==> src/rtl/pulse_gen_if.sv <==
// pulse_gen_if: trigger/width/gap controls and pulse-train status for pulse_gen.
interface pulse_gen_if #(
  parameter int CNT_W  = 8,
  parameter int PEND_W = 4
);
  logic              trig_i;
  logic [CNT_W-1:0]  width_i;
  logic [CNT_W-1:0]  gap_i;
  logic              sig_o;
  logic              busy_o;
  logic [PEND_W-1:0] pend_o;
  logic              ovf_o;
  modport master (output trig_i, width_i, gap_i, input sig_o, busy_o, pend_o, ovf_o);
  modport slave  (input trig_i, width_i, gap_i, output sig_o, busy_o, pend_o, ovf_o);
endinterface

==> src/rtl/pulse_gen.sv <==
// pulse_gen: trigger-to-pulse generator with programmable width/gap and a saturating trigger queue.
module pulse_gen #(
  parameter int CNT_W  = 8,
  parameter int PEND_W = 4
) (
  input logic       clk,
  input logic       rst,
  pulse_gen_if.slave bus
);
  typedef enum logic [1:0] {IDLE, HIGH, LOW} state_t;
  localparam logic [PEND_W-1:0] PMAX = '1;
  state_t            state, state_n;
  logic [CNT_W-1:0]  cnt, cnt_n, g, g_n, w_eff, g_eff;
  logic [PEND_W-1:0] pend, pend_n;
  logic              sig, sig_n, ovf, ovf_n, start, fin;
  always_comb begin
    w_eff   = (bus.width_i == '0) ? CNT_W'(1) : bus.width_i;
    g_eff   = (bus.gap_i == '0) ? CNT_W'(1) : bus.gap_i;
    fin     = (cnt == '0);
    start   = (pend != '0 || bus.trig_i) && (state == IDLE || (state == LOW && fin));
    state_n = start ? HIGH : (state == HIGH && fin) ? LOW : (state == LOW && fin) ? IDLE : state;
    cnt_n   = start ? w_eff - CNT_W'(1) : (state == HIGH && fin) ? g - CNT_W'(1) : fin ? cnt : cnt - CNT_W'(1);
    g_n     = start ? g_eff : g;
    sig_n   = start || (state == HIGH && !fin);
    // A trigger is consumed only by a start with an empty queue; otherwise it queues or drops.
    ovf_n   = bus.trig_i && !start && pend == PMAX;
    pend_n  = (start && pend != '0 && !bus.trig_i) ? pend - PEND_W'(1) :
              (bus.trig_i && !start && pend != PMAX) ? pend + PEND_W'(1) : pend;
  end
  always_ff @(posedge clk) begin
    if (rst) begin
      state <= IDLE;
      cnt   <= '0;
      g     <= '0;
      pend  <= '0;
      sig   <= 1'b0;
      ovf   <= 1'b0;
    end else begin
      state <= state_n;
      cnt   <= cnt_n;
      g     <= g_n;
      pend  <= pend_n;
      sig   <= sig_n;
      ovf   <= ovf_n;
    end
  end
  assign bus.sig_o  = sig;
  assign bus.busy_o = (state != IDLE);
  assign bus.pend_o = pend;
  assign bus.ovf_o  = ovf;
endmodule

==> src/flat_wrapper.sv <==
// flat-port wrapper written by rule: the top's interface ports become plain ports
module pulse_gen_flat 
#(
  parameter int CNT_W  = 8,
  parameter int PEND_W = 4
)
  (clk, rst, bus_trig_i, bus_width_i, bus_gap_i, bus_sig_o, bus_busy_o, bus_pend_o, bus_ovf_o);
  pulse_gen_if #(.CNT_W(CNT_W), .PEND_W(PEND_W)) bus_i ();
  input logic clk;
  input logic rst;
  input wire logic [$bits(bus_i.trig_i)-1:0] bus_trig_i;
  input wire logic [$bits(bus_i.width_i)-1:0] bus_width_i;
  input wire logic [$bits(bus_i.gap_i)-1:0] bus_gap_i;
  output wire logic [$bits(bus_i.sig_o)-1:0] bus_sig_o;
  output wire logic [$bits(bus_i.busy_o)-1:0] bus_busy_o;
  output wire logic [$bits(bus_i.pend_o)-1:0] bus_pend_o;
  output wire logic [$bits(bus_i.ovf_o)-1:0] bus_ovf_o;
  assign bus_i.trig_i = bus_trig_i;
  assign bus_i.width_i = bus_width_i;
  assign bus_i.gap_i = bus_gap_i;
  assign bus_sig_o = bus_i.sig_o;
  assign bus_busy_o = bus_i.busy_o;
  assign bus_pend_o = bus_i.pend_o;
  assign bus_ovf_o = bus_i.ovf_o;
  pulse_gen #(.CNT_W(CNT_W), .PEND_W(PEND_W)) u_core (.clk(clk), .rst(rst), .bus(bus_i));
endmodule
==> config.mk <==
export PLATFORM = sky130hd
export DESIGN_NAME = pulse_gen_flat
export DESIGN_NICKNAME = d
export VERILOG_FILES = /design/src/rtl/pulse_gen_if.sv /design/src/rtl/pulse_gen.sv /design/src/flat_wrapper.sv
export SDC_FILE = /design/constraint.sdc
export NUM_CORES = 1
export LEC_CHECK = 0
export CORE_ASPECT_RATIO = 0.8
export CORE_MARGIN = 3
export CORE_UTILIZATION = 45
export CTS_CLUSTER_DIAMETER = 100
export DETAILED_ROUTE_END_ITERATION = 6
export PLACE_DENSITY = 0.7
export RECOVER_POWER = 50
export REMOVE_ABC_BUFFERS = 1
export SETUP_SLACK_MARGIN = 0.15
export SYNTH_ARGS = -nofsm -noshare
export SYNTH_HDL_FRONTEND = slang
export SYNTH_SLANG_ARGS = --single-unit
==> constraint.sdc <==
create_clock -name clk -period 3.34 [get_ports clk]
set_input_delay 0.668 -clock clk [delete_from_list [all_inputs] [get_ports clk]]
set_output_delay 0.668 -clock clk [all_outputs]
set_load 0.1 [all_outputs]
==> impl_summary.md, run 1 <==
Run status
The run finished with clean final reports.

Setup path
Tracing the worst setup path back leads to its startpoint at u_core.cnt[5]$_SDFFE_PP0P_. The cell count of the worst reg-to-reg path is 10. For the worst setup path, the data arrival time is 3190 ps. At the worst endpoint, the required time is 3510 ps. The worst register-to-register path ends at u_core.cnt[4]$_SDFFE_PP0P_. The setup path with the least slack is of type flop to flop. The worst setup path is captured at a flop. The register-to-register setup slack is 320 ps. In this run the critical register-to-register path is launched from u_core.cnt[5]$_SDFFE_PP0P_. Along the worst path, the maximum fanout reaches 7.

The startpoint type of the worst setup path is a flop.

Detailed routing
The via density per instance is 5.59. The highest routed metal layer is met4. The routed via count is 1313. The detail route stage leaves a number of antenna-violating nets equal to 0. The total routed wirelength is 3.41 mm.

The detailed route wirelength on metal3 is 222 um. The wire length on met1 is 1.67 mm. After detailed routing, the average wire length per cell comes to 14.5 um. The wire length on met2 is 1.46 mm. The detailed-route DRC error count is 0. For this block, the initial DRC count from the detailed router was 72. The iteration count of the initial detailed-routing pass is 4.

Place
The number of buffer cells added on primary ports is 25. The routability-driven placement congestion ratio is 0.916. The total half-perimeter wirelength after legalization and detailed placement is 2.71 mm.

In this run, placement finished with an instance count of 231.

Power
IR analysis of the VDD net gives a maximum drop of 0.703 mV. The standby leakage power is 0.717 nW. The design draws 0.00198 W.

Power spread over the standard cell area amounts to 1170 nW/um2.

STA
The slew of the pin with the lowest slew margin is 1170 ps. The minimum clock period is 3020 ps. Setup violations remaining at the end of the flow were counted as 0. After layout, the worst path uses 90.4% of the clock period. Headroom to the max-slew limit came out at 22.4%.

The max-slew violation total from the final report is 0. Setup repair after global routing left no endpoint under its margin. The peak clock frequency supported by timing is 0.331 GHz. For the final routed database, the setup TNS stands at 0 ps. The clock skew after layout is 1.37 ps.

The final hold violation count is 0.

Floorplanning
The width of the chip is 68.1 um. The region available for standard cell placement spans 2850 um2. The die outline height is 55.7 um. The I/O pin count is 26. The floorplan has 17 rows. The floorplan step defined a die boundary enclosing 3800 um2.

Once the floorplan was initialized, standard cells occupied 48.8% of the core.

Logic synthesis
The fraction of the mapped netlist area in compound gates is 20.0%. The most frequently used flop master after synthesis is dfxtp_1. The adder and majority cell fraction of the synthesized area is 4.14%. The share of synthesized area in the top cell type comes to 34.6%. Each instance of the synthesized netlist takes up on average 8.18 um2. Summed over all instances, the cell type with the most area after synthesis is dfxtp_1. The synthesized netlist occupies a cell area of 1390 um2. By area the synthesized netlist is led by dfxtp_1 (35%), nand2_1 (5.4%), a21oi_1 (5.0%). Synthesis produced a netlist whose cell count is 170. The synthesized netlist contains 38 unique library cells. After synthesis the netlist holds a flip-flop and latch count of 24. The fraction of the mapped netlist area in simple logic gates is 26.6%. The number of synthesized flops with an enable pin is 0. Of the total synthesized cell area, the portion taken by XOR and XNOR cells is 3.78%. During synthesis, Yosys emitted a total of 0 warnings. After synthesis, the most frequently instantiated cells are dfxtp_1 (24), nand2_1 (20), a21oi_1 (14), nor2_1 (14), nor3_1 (12). The proportion of synthesized flip-flops having asynchronous set or reset is 0%. The portion of the post-synthesis area used by sequential elements is 34.6%. The most used standard cell by instance count after synthesis is dfxtp_1.

The largest family of logic cells by synthesized area is simple AND/OR/NAND/NOR gates. The multiplexer fraction of the synthesized cell area is 6.12%.

Clock tree
The clock input transition at the sequential cells of the worst setup and hold paths is 80 ps. The TritonCTS clock tree is done. The maximum root-to-sink buffer count is 2. In this run the number of H-tree levels came out at 1. The number of setup buffers added after CTS is 0. CTS placed an instance of clkbuf_8 at the clock tree root.

The clock net sink count is 24. The total clock buffers created by CTS is 3. In this run, post-CTS hold repair placed 0 buffers. Gates resized during post-CTS repair numbered 0. At the later pin of the worst-skew pair, clock insertion delay measures 270 ps.

Global routing
The overall routing resource usage is 19.7%. The total global routing overflow is 0. The via count of the first global-routing pass is 1296.

Entering global routing, the biggest net connects 14 pins. The wire length of the first global-routing pass is 5.84 mm. The initial antenna violation count came to 0.

Min path
The endpoint of the worst hold path is u_core.g[7]$_SDFFE_PP0N_. The class of the most critical hold timing path is flop to flop. In this run the most critical hold path is launched from u_core.g[7]$_SDFFE_PP0N_.

Counting instances, the worst hold path has a depth of 2.

Run
Across the run, the number of max-cap violations was 0.

Final layout
The number of fill cells is 276. The count of non-filler cells in the finished layout is 235. Of the cells placed in the final design, the portion with a size suffix greater than 1 is 6.60%. At the end of the flow the core is filled with cells to 59.2%. The area growth from synthesis to layout is 21.4%. At the end of the flow, the number of nets in the layout was 221. 0 antenna diodes ended up in the layout.
-- registers in the layout (all words and copies together) (netlist names) --
signal	count
u_core.bus.sig_o	1
u_core.cnt	8
u_core.g	8
u_core.state	2
u_core.bus.ovf_o	1
u_core.bus.pend_o	4
-- layout by cell type, fill, tap and decap left out, types with 4 or more instances in the layout --
cell type        instances
clkbuf_8                 4
mux2i_1                  7
dfxtp_1                 24
nor2_1                  14
a21o_1                   6
inv_1                    6
clkbuf_1                 8
clkdlybuf4s50_1         18
buf_4                    5
nor3_1                  12
nand2_1                 20
o21ai_0                  5
a211oi_1                 5
nand2b_1                 4
a21oi_1                 14
-- final cells by class --
type | count | area, um2 | share of cell area [%]
inverter | 6 | 22.5 | 1.33
clock buffer | 4 | 55.1 | 3.26
sequential | 24 | 480 | 28.5
tap | 38 | 47.5 | 2.82
multi-input combinational | 132 | 835 | 49.4
timing repair buffer | 31 | 248 | 14.7
-- through the flow --
| step | setup slack [ps] | hold WS, ps | area [um2] |
|---|---|---|---|
| floorplan | 244 | 431 | 1350 |
| finish | 321 | 465 | 1690 |
| global route | 212 | 489 | 1690 |
| detailed placement | 328 | 461 | 1670 |
| global placement | 503 | 455 | 1670 |
| CTS | 416 | 473 | 1730 |
-- worst max-delay path, stage by stage (launching register included) --
cell and delay [ps]:
dfxtp_1 350, or3_1 490, o31a_2 390, or2_0 280, o31ai_1 330, ha_1 250, nor2b_1 160, o41ai_1 80
mux2i_1 340, a211o_1 210, nand2_1 50
-- kinds of logic after synthesis --
| group | count (synthesis) |
|---|---|
| buf+inv | 14 |
| compound gates | 41 |
| xor+xnor | 6 |
| simple gates | 73 |
| mux | 8 |
| fa+ha+maj | 4 |
| flops | 24 |
-- report_power, final --
part,switching (W),internal (W),total [W]
combinational,0.000819,0.000445,0.00126
sequential,0.000113,0.000401,0.000514
clock,0.0000942,0.000105,0.000200
-- worst max-delay path by stage --
stage                                      end  depth (start not counted)  slack [ps]
floorplan           u_core.cnt[4]$_SDFFE_PP0P_                         11         240
global placement    u_core.cnt[6]$_SDFFE_PP0P_                         10         500
detailed placement  u_core.cnt[4]$_SDFFE_PP0P_                         10         330
CTS                 u_core.cnt[4]$_SDFFE_PP0P_                         10         420
global route        u_core.cnt[4]$_SDFFE_PP0P_                         10         210
finish              u_core.cnt[4]$_SDFFE_PP0P_                         10         320
-- metal layers --
layer  GRT usage [%]  up-vias
li1                -      663
met1            27.9      599
met2            28.6       45
met3            5.25        6
met4            6.23        0
met5               0        -
Note: power is estimated with default switching activity, not from simulation.
==> run 2: changes to the inputs <==
- ABC_CLOCK_PERIOD_IN_PS: unset -> 3340
==> results of run 2 <==
The final DEF is identical to that of run 1; final timing and power are the same.
==> run 3: changes to the inputs <==
- SKIP_LAST_GASP: unset -> 1
==> results of run 3 <==
The final DEF is identical to that of run 1; final timing and power are the same.
